$ cat src/rtl/imem_boot_loader.sv
// imem_boot_loader: streams a length-prefixed program into instruction memory, then releases the core.
// Define IMEM_LOADER_CSUM_EN to require a trailing XOR checksum byte after the data.
module imem_boot_loader #(
    parameter int ADDR_W    = 8,
    parameter int MAX_WORDS = 256
) (
    input  logic        clk,
    input  logic        rst_n,
    input  logic        start,
    input  logic        byte_valid,
    input  logic [7:0]  byte_data,
    output logic        byte_ready,
    output logic        mem_we,
    output logic [31:0] mem_addr,
    output logic [31:0] mem_wdata,
    output logic        cpu_run,
    output logic        busy,
    output logic        error
);
`ifdef IMEM_LOADER_CSUM_EN
    typedef enum logic [2:0] {IDLE, HDR_HI, HDR_LO, DATA, WRITE, DONE, ERR, CSUM} state_t;
    logic [7:0] csum;
`else
    typedef enum logic [2:0] {IDLE, HDR_HI, HDR_LO, DATA, WRITE, DONE, ERR} state_t;
`endif
    state_t state, nxt;
    logic [15:0] n, n_cand;
    logic [ADDR_W-1:0] idx;
    logic [1:0] bcnt;
    logic [16:0] idx_inc;
    logic xfer, last, bad_n, start_ok, nxt_busy;
    always_comb begin
        n_cand   = {n[15:8], byte_data};
        bad_n    = (n_cand == 16'd0) || (n_cand > 16'(MAX_WORDS));
        idx_inc  = 17'(idx) + 17'd1;
        last     = idx_inc == {1'b0, n};
        start_ok = start && (state == IDLE || state == DONE || state == ERR);
`ifdef IMEM_LOADER_CSUM_EN
        byte_ready = state inside {HDR_HI, HDR_LO, DATA, CSUM};
        nxt_busy   = nxt inside {HDR_HI, HDR_LO, DATA, WRITE, CSUM};
`else
        byte_ready = state inside {HDR_HI, HDR_LO, DATA};
        nxt_busy   = nxt inside {HDR_HI, HDR_LO, DATA, WRITE};
`endif
        xfer = byte_valid && byte_ready;
    end
    always_comb begin
        nxt = state;
        case (state)
            IDLE, DONE, ERR: nxt = start ? HDR_HI : state;
            HDR_HI:          nxt = xfer ? HDR_LO : state;
            HDR_LO:          nxt = xfer ? (bad_n ? ERR : DATA) : state;
            DATA:            nxt = (xfer && bcnt == 2'd3) ? WRITE : state;
`ifdef IMEM_LOADER_CSUM_EN
            WRITE:           nxt = last ? CSUM : DATA;
            CSUM:            nxt = xfer ? ((csum == byte_data) ? DONE : ERR) : state;
`else
            WRITE:           nxt = last ? DONE : DATA;
`endif
            default:         nxt = IDLE;
        endcase
    end
    always_ff @(posedge clk or negedge rst_n) begin
        if (!rst_n) begin
            state     <= IDLE;
            n         <= '0;
            idx       <= '0;
            bcnt      <= '0;
            mem_we    <= 1'b0;
            mem_addr  <= '0;
            mem_wdata <= '0;
            cpu_run   <= 1'b0;
            busy      <= 1'b0;
            error     <= 1'b0;
`ifdef IMEM_LOADER_CSUM_EN
            csum      <= '0;
`endif
        end else begin
            state   <= nxt;
            mem_we  <= nxt == WRITE;
            cpu_run <= nxt == DONE;
            error   <= nxt == ERR;
            busy    <= nxt_busy;
            if (start_ok) begin
                idx  <= '0;
                bcnt <= '0;
`ifdef IMEM_LOADER_CSUM_EN
                csum <= '0;
`endif
            end
            if (xfer && state == HDR_HI) n[15:8] <= byte_data;
            if (xfer && state == HDR_LO) n[7:0] <= byte_data;
            if (xfer && state == DATA) begin
                mem_wdata <= {mem_wdata[23:0], byte_data};
                mem_addr  <= {{(30-ADDR_W){1'b0}}, idx, 2'b00};
                bcnt      <= bcnt + 2'd1;
`ifdef IMEM_LOADER_CSUM_EN
                csum      <= csum ^ byte_data;
`endif
            end
            if (state == WRITE) idx <= idx + 1'b1;
        end
    end
endmodule

$ cat config.mk
export PLATFORM = sky130hd
export DESIGN_NAME = imem_boot_loader
export DESIGN_NICKNAME = d
export VERILOG_FILES = /design/src/rtl/imem_boot_loader.sv
export SDC_FILE = /design/constraint.sdc
export NUM_CORES = 1
export LEC_CHECK = 0
export BUFFER_PORTS_ARGS = -buffer_cell sky130_fd_sc_hd__buf_2
export CAP_MARGIN = 10
export CORE_MARGIN = 2
export CORE_UTILIZATION = 25
export DETAILED_ROUTE_END_ITERATION = 6
export PLACE_DENSITY_LB_ADDON = 0.15
export SYNTH_ARGS = -nofsm -noshare
export SYNTH_HDL_FRONTEND = slang
export SYNTH_SLANG_ARGS = --single-unit
$ cat constraint.sdc
create_clock -name clk -period 4.77 [get_ports clk]
set_clock_uncertainty 0.15 [all_clocks]
set_input_delay 0.2385 -clock clk [delete_from_list [all_inputs] [get_ports clk]]
set_output_delay 0.2385 -clock clk [all_outputs]
set_load 0.01 [all_outputs]
==> results of run 1 <==
==> critical path: stages (launching register included) <==
cell and delay (ns):
dfrtp_1 0.46, ha_1 0.29, nand4_1 0.22, or3_1 0.40, nand4_1 0.11, nor4_2 0.06
a31o_2 0.28, and2_1 0.13
==> cells in the mapped netlist, types with 2 or more instances <==
library cell / instances
a21oi_1: 3
nor2b_1: 2
nor2_1: 8
inv_1: 5
ha_1: 2
buf_2: 2
nand3_1: 6
o21ai_0: 12
mux2_2: 55
buf_4: 24
and3_1: 3
clkbuf_1: 6
nor4_2: 2
nand2_1: 19
nor4_1: 2
nand4_1: 2
dfrtp_1: 73
xnor2_1: 9
o21a_1: 2
xor2_1: 4
o22ai_1: 5
nand2b_1: 2
==> cell families (layout without fill, tap and decap cells) <==
group / Yosys count / in the layout / synth area share, %
AND/OR/NAND/NOR: 56 / 56 / 9.10
AO/OA/AOI/OAI: 33 / 33 / 6.23
other: 1 / 24 / 0.112
XOR/XNOR: 13 / 13 / 3.39
buffers and inverters: 38 / 79 / 7.23
adder cells (fa/ha/maj): 2 / 2 / 0.746
flip-flops: 73 / 73 / 54.4
multiplexers: 56 / 56 / 18.8
==> power by group <==
part | switching, W | internal [W]
logic | 0.000428 | 0.000464
registers | 0.000189 | 0.000879
clock network | 0.000251 | 0.000457
==> routing by layer <==
metal	share of wire (%)	global-route usage [%]	vias to the layer above
li1	-	-	1018
met1	47	14.0	1055
met2	47	16.0	55
met3	4.2	2.95	10
met4	1.7	3.97	0
met5	0	0	-
==> layout make-up <==
type	count	share of cell area, %
flip-flops and latches	73	45.1
multi-input cells	184	34.0
repair buffers	58	7.29
clock buffers	11	5.74
well taps	176	5.44
clock inverters	5	1.98
inverters	5	0.463
==> flip-flops by register name (all words and copies together) (netlist names) <==
| signal | flops |
|---|---|
| mem_addr | 8 |
| bcnt | 2 |
| mem_we | 1 |
| busy | 1 |
| idx | 8 |
| cpu_run | 1 |
| error | 1 |
| mem_wdata | 32 |
| state | 3 |
| n | 16 |
==> metrics by stage <==
step	cell area, sq um	power (W)
2_1_floorplan	3440	0.00168
3_3_place_gp	3740	0.00198
3_5_place_dp	3740	0.00199
4_1_cts	4050	0.00272
5_1_grt	4050	0.00286
6_report	4050	0.00267
==> worst min-delay path by stage <==
stage,end,startpoint,cells after the start
2_1_floorplan,bcnt[0],rst_n,0
3_5_place_dp,mem_addr[7],mem_addr[7],2
3_3_place_gp,mem_wdata[31],mem_wdata[31],1
5_1_grt,n[6],byte_data[6],2
6_report,mem_wdata[31],rst_n,2
4_1_cts,mem_wdata[31],rst_n,2
==> Flow_metrics.wiki, run 1 <==
{| class="wikitable"
! Metric !! Value
|-
| Result of the run || complete, but fails checks
|-
| Violated checks || negative hold slack
|-
| Crit start category || register
|-
| Total detailed-routing wirelength || 7.10 mm
|-
| Count of cell types in the netlist || between 40 and 50
|-
| Area of the core || 13,200 sq um
|-
| CTS tree || yes
|-
| Syn Std Cell Area || about 3400 sq um
|-
| Clock root buffer || clkbuf_16
|-
| Unrepaired setup endpoints after global routing || false
|-
| Clock period minus final worst setup slack || between 2 and 2.5 ns
|-
| Number of register bits inferred by synthesis || 73
|-
| GR Util All Layers || a little over a tenth
|-
| Fraction of synthesis flops using an asynchronous set or reset pin || between 90% and 100%
|-
| Number of DRC markers in iteration 0 || 106
|-
| Area used by multi-input combinational logic || 1380 sq um
|-
| I/O pin cnt || 81
|-
| Final nets || 345
|-
| Deepest level of the CTS H-tree || 3
|-
| Drt pass-1 iters || 4
|-
| Antenna violations before repair || 0
|-
| Area growth syn-to-layout || 20.7%
|-
| Share of layout cells above drive strength 1 || 41.1%
|-
| Post-detailed-route count of antenna-violating nets || 0
|-
| Clk buf depth || 2
|-
| Number of global-route vias before repair || 2,097
|-
| Largest net degree at the start of global routing || 74
|-
| Leading area contributor after synthesis || dfrtp_1
|-
| Fmax || 453 MHz
|-
| Max-slew violations || 0
|-
| Die width || 120 microns
|-
| Total congestion overflow after global routing || 0
|-
| Area taken by flip-flops and latches || about 1800 sq um
|-
| Count of input and output buffers || 56
|-
| Sum of negative setup slack || 0 ns
|-
| Count of instances resized after the clock tree is built || 0
|-
| Starting utilization of the core area || 25.4%
|-
| Hold WS || -0.0156 ns
|-
| Routed via count || 2,138
|-
| Placed cells || 496
|-
| Non-filler cells, final || 512
|-
| Peak supply drop || about 0.00028 V
|-
| Post-CTS Hold Fix Bufs || 0
|-
| Final Hold Fails || 9
|-
| Wire length of the first global-routing pass || 11.5 mm
|-
| Antenna fix cells || 0
|-
| Critical path data required time || 4.84 ns
|-
| Cell count after synthesis || 272
|-
| Cell row count || 42
|-
| Critical path capture point || cpu_run
|-
| # Post-CTS Setup Buffers || 0
|-
| Slew of the pin with the lowest slew margin || around 0.94 ns
|-
| Place WS || 2.52 ns
|-
| Post-route clock period utilization || 46.3%
|-
| Start point of the critical path || idx[0]
|-
| R2R Path End || cpu_run
|-
| Routed length per instance || 13.9 microns
|-
| Reg-to-reg setup timing slack || ~2.6 ns
|-
| Clock transition time at the flip-flop clock pins of the worst setup and hold paths || around 0.06 ns
|-
| Number of cells traversed by the worst register-to-register path || 7
|-
| Power density over the cells || 659 nW/um^2
|-
| Y dimension of the die || 120 microns
|-
| Final worst-path setup slack || 2.56 ns
|-
| Post-detailed-placement half-perimeter wirelength || ~5.0 mm
|-
| Setup violation total in the final timing report || 0
|-
| Number of violations of the max-capacitance limit || 0
|-
| Via/cell ratio || about 4.2
|-
| Num Clock Sinks || 73
|-
| Post-synth EDFFs || 0
|-
| Critical Path AT || roughly 2.3 ns
|-
| Post-synth top area share || around 54%
|-
| Cell types occupying the most area after synthesis || dfrtp_1, mux2_2, buf_4
|-
| DRC || 0
|-
| Leading cell type in the layout, fill and taps excluded || dfrtp_1
|-
| Final weighted congestion of routability-driven global placement || 0.789
|-
| Slew HR || roughly 37%
|-
| Worst hold path type || input port to asynchronous set/reset pin
|-
| Yosys warnings || 0
|-
| Average instance area after synthesis || 12.3 sq um
|-
| Cell leakage power || between 1.5 and 2 nW
|-
| Insertion delay to the later sink of the worst-skew pair || 0.33 ns
|-
| Primary flip-flop cell chosen by synthesis mapping || dfrtp_1
|-
| Fill cell total of the finished layout || 1,368
|-
| Area of the die || 14,400 sq um
|-
| Start of the worst register-to-register path || idx[0]
|-
| Type of the setup path with the least slack || register to register
|-
| Core utilization of the finished layout || 30.7%
|-
| Largest driver fanout on the critical path || 6
|-
| Cts bufs inserted || 9
|-
| Commonest cells after routing, fill and taps aside || dfrtp_1, buf_2, mux2_2, conb_1, nand2_1
|-
| Worst Setup End Kind || register
|-
| Sequential fraction of the synthesis area || 54.4%
|}
(Power assumes the default switching activity.)
==> inputs of run 2 (changes only) <==
- clock period: 4.77 -> 1.78 ns (I/O delays scaled with it)
==> Flow_metrics.wiki, run 2 (synthesis gave the netlist of run 1 again) <==
{| class="wikitable"
! Metric !! Value
|-
| Antenna fix cells || 0
|-
| Area of the die || 14,400 sq um
|-
| Most utilized layer in the global route result || met2
|-
| Via/cell ratio || approximately 4.1
|-
| Met2 routing resource usage after global routing || roughly 18%
|-
| Number of global-route vias before repair || 2,395
|-
| Critical Path AT || 2.18 ns
|-
| Cts bufs inserted || 9
|-
| Clock transition time at the flip-flop clock pins of the worst setup and hold paths || 0.06 ns
|-
| Post-route clock period utilization || 119%
|-
| Reg-to-reg setup timing slack || -0.34 ns
|-
| Slew HR || about two thirds
|-
| Critical path data required time || 1.84 ns
|-
| DRC || 0
|-
| I/O pin cnt || 81
|-
| Area growth syn-to-layout || 33.4%
|-
| Stage delay of the slowest cell on the critical path || 0.55 ns
|-
| Num Clock Sinks || 73
|-
| Peak supply drop || 0.000818 V
|-
| R2R Path End || state[1]
|-
| Slowest stage cell on the critical path || or4_4
|-
| Starting utilization of the core area || between 20 and 30%
|-
| Clk buf depth || 2
|-
| Die width || about 120 microns
|-
| Clock period minus final worst setup slack || 2.12 ns
|-
| Cell Chain, Critical Path || or4_4 -> nor4_2 -> nand4_1 -> nor4_2 -> a21oi_1 -> or2_1
|-
| Deepest level of the CTS H-tree || 3
|-
| Leading cell type in the layout, fill and taps excluded || dfrtp_1
|-
| Number of DRC markers in iteration 0 || 37
|-
| Cell leakage power || 2.10 nW
|-
| Insertion delay to the later sink of the worst-skew pair || 0.33 ns
|-
| Worst Setup End Kind || register
|-
| Cell row count || 42
|-
| Count of input and output buffers || 56
|-
| Dominant cell type by count on the critical path || nor4_2
|-
| Global Route met1 Usage || 14.9%
|-
| CTS tree || yes
|-
| Slew of the pin with the lowest slew margin || between 0.5 and 0.6 ns
|-
| Post-detailed-route count of antenna-violating nets || 0
|-
| Setup violation total in the final timing report || 4
|-
| Commonest cells after routing, fill and taps aside || dfrtp_1, mux2_2, buf_2, buf_4, conb_1
|-
| Number of cells traversed by the worst register-to-register path || 6
|-
| Max-slew violations || 0
|-
| Largest registers in the final layout || mem_wdata x32, n x16
|-
| Drt pass-1 iters || 4
|-
| Unrepaired setup endpoints after global routing || true
|-
| Wire length of the first global-routing pass || approximately 12 mm
|-
| Start of the worst register-to-register path || n[12]
|-
| Share of layout cells above drive strength 1 || between 40% and 50%
|-
| Total congestion overflow after global routing || 0
|-
| Worst hold path type || input port to register
|-
| Routed length per instance || around 13 microns
|-
| Met3 track utilization from global routing || 3.61%
|-
| Hold WS || 0.0137 ns
|-
| Clock root buffer || clkbuf_16
|-
| Result of the run || complete, but fails checks
|-
| Type of the setup path with the least slack || register to register
|-
| Final worst-path setup slack || -0.339 ns
|-
| Power density over the cells || 1660 nW/um^2
|-
| Crit start category || register
|-
| Number of flip-flops in the largest register || 32
|-
| Final nets || 392
|-
| Start point of the critical path || n[12]
|-
| # Post-CTS Setup Buffers || 0
|-
| Violated checks || negative setup slack
|-
| Largest net degree at the start of global routing || 42
|-
| Place WS || -0.378 ns
|-
| Y dimension of the die || 120 microns
|-
| Post-detailed-placement half-perimeter wirelength || 5.52 mm
|-
| GR Util All Layers || 11.3%
|-
| Fmax || 472 MHz
|-
| Largest driver fanout on the critical path || 2
|-
| Critical path capture point || state[1]
|-
| Final weighted congestion of routability-driven global placement || 0.806
|-
| Register containing the most flip-flops in the final layout || mem_wdata
|-
| Area of the core || 13,200 sq um
|-
| Antenna violations before repair || 0
|-
| Total detailed-routing wirelength || 7.51 mm
|-
| Number of violations of the max-capacitance limit || 0
|-
| Final Hold Fails || 0
|-
| Routed via count || 2,307
|}
[run 2: worst min path at each step]
| stage | from | endpoint | slack, ns | cells past startpoint |
|---|---|---|---|---|
| after floorplan | rst_n | bcnt[0] | -0.36 | 0 |
| after global placement | rst_n | mem_wdata[23] | -0.04 | 1 |
| after detailed placement | rst_n | mem_wdata[31] | -0.03 | 1 |
| after CTS | byte_data[7] | n[7] | 0.002 | 3 |
| after global routing | byte_data[7] | n[7] | 0.01 | 3 |
| final | byte_data[7] | n[7] | 0.01 | 3 |
[run 2: worst max-delay path, delay by kind of cell, from the launching register on]
family | cells | cell delay, ns
flip-flops | 1 | 0.37
AND/OR/NAND/NOR | 5 | 1.39
AO/OA/AOI/OAI | 1 | 0.10
[run 2: per-layer routing]
metal,routed length [microns],vias up,share of wire (%)
li1,-,1120,-
met4,89,0,1.2
met3,295,4,3.9
met1,3610,1133,48
met5,0,-,0
met2,3510,50,47
[run 2: repair_timing]
| item | 4_1_cts | 5_1_grt |
|---|---|---|
| endpoints found under the hold margin | 61 | 0 |
| pin swaps | 0 | 1 |
| hold buffers | 8 | 0 |
| endpoints found under the setup margin | 9 | 15 |
| gates resized for setup | 4 | 2 |
[run 2: final cells by class]
type / count / area [sq um]
fill: 1341 / 8710
multi-input combinational: 184 / 1410
clock inverter: 3 / 65.1
tap: 176 / 220
inverter: 5 / 18.8
clock buffer: 13 / 240
sequential: 73 / 1830
timing repair buffer: 105 / 696
[run 2: through the flow]
| stage | util, % | TNS [ns] | instance area (sq um) | instances | total power (W) |
|---|---|---|---|---|---|
| after global routing | 33.9 | -1.66 | 4480 | 559 | 0.00801 |
| after CTS | 33.9 | -1.33 | 4470 | 559 | 0.00760 |
| after global placement | 30.9 | -1.24 | 4070 | 535 | 0.00556 |
| after detailed placement | 30.9 | -1.47 | 4070 | 535 | 0.00562 |
| final | 33.9 | -1.22 | 4480 | 559 | 0.00745 |
| after floorplan | - | -0.648 | 3460 | 295 | 0.00454 |
[run 2: power breakdown]
| group | internal [W] | total [W] | switching, W |
|---|---|---|---|
| logic | 0.00149 | 0.00276 | 0.00127 |
| registers | 0.00236 | 0.00282 | 0.000457 |
| clock network | 0.00123 | 0.00187 | 0.000639 |
| total | 0.00508 | 0.00745 | 0.00237 |
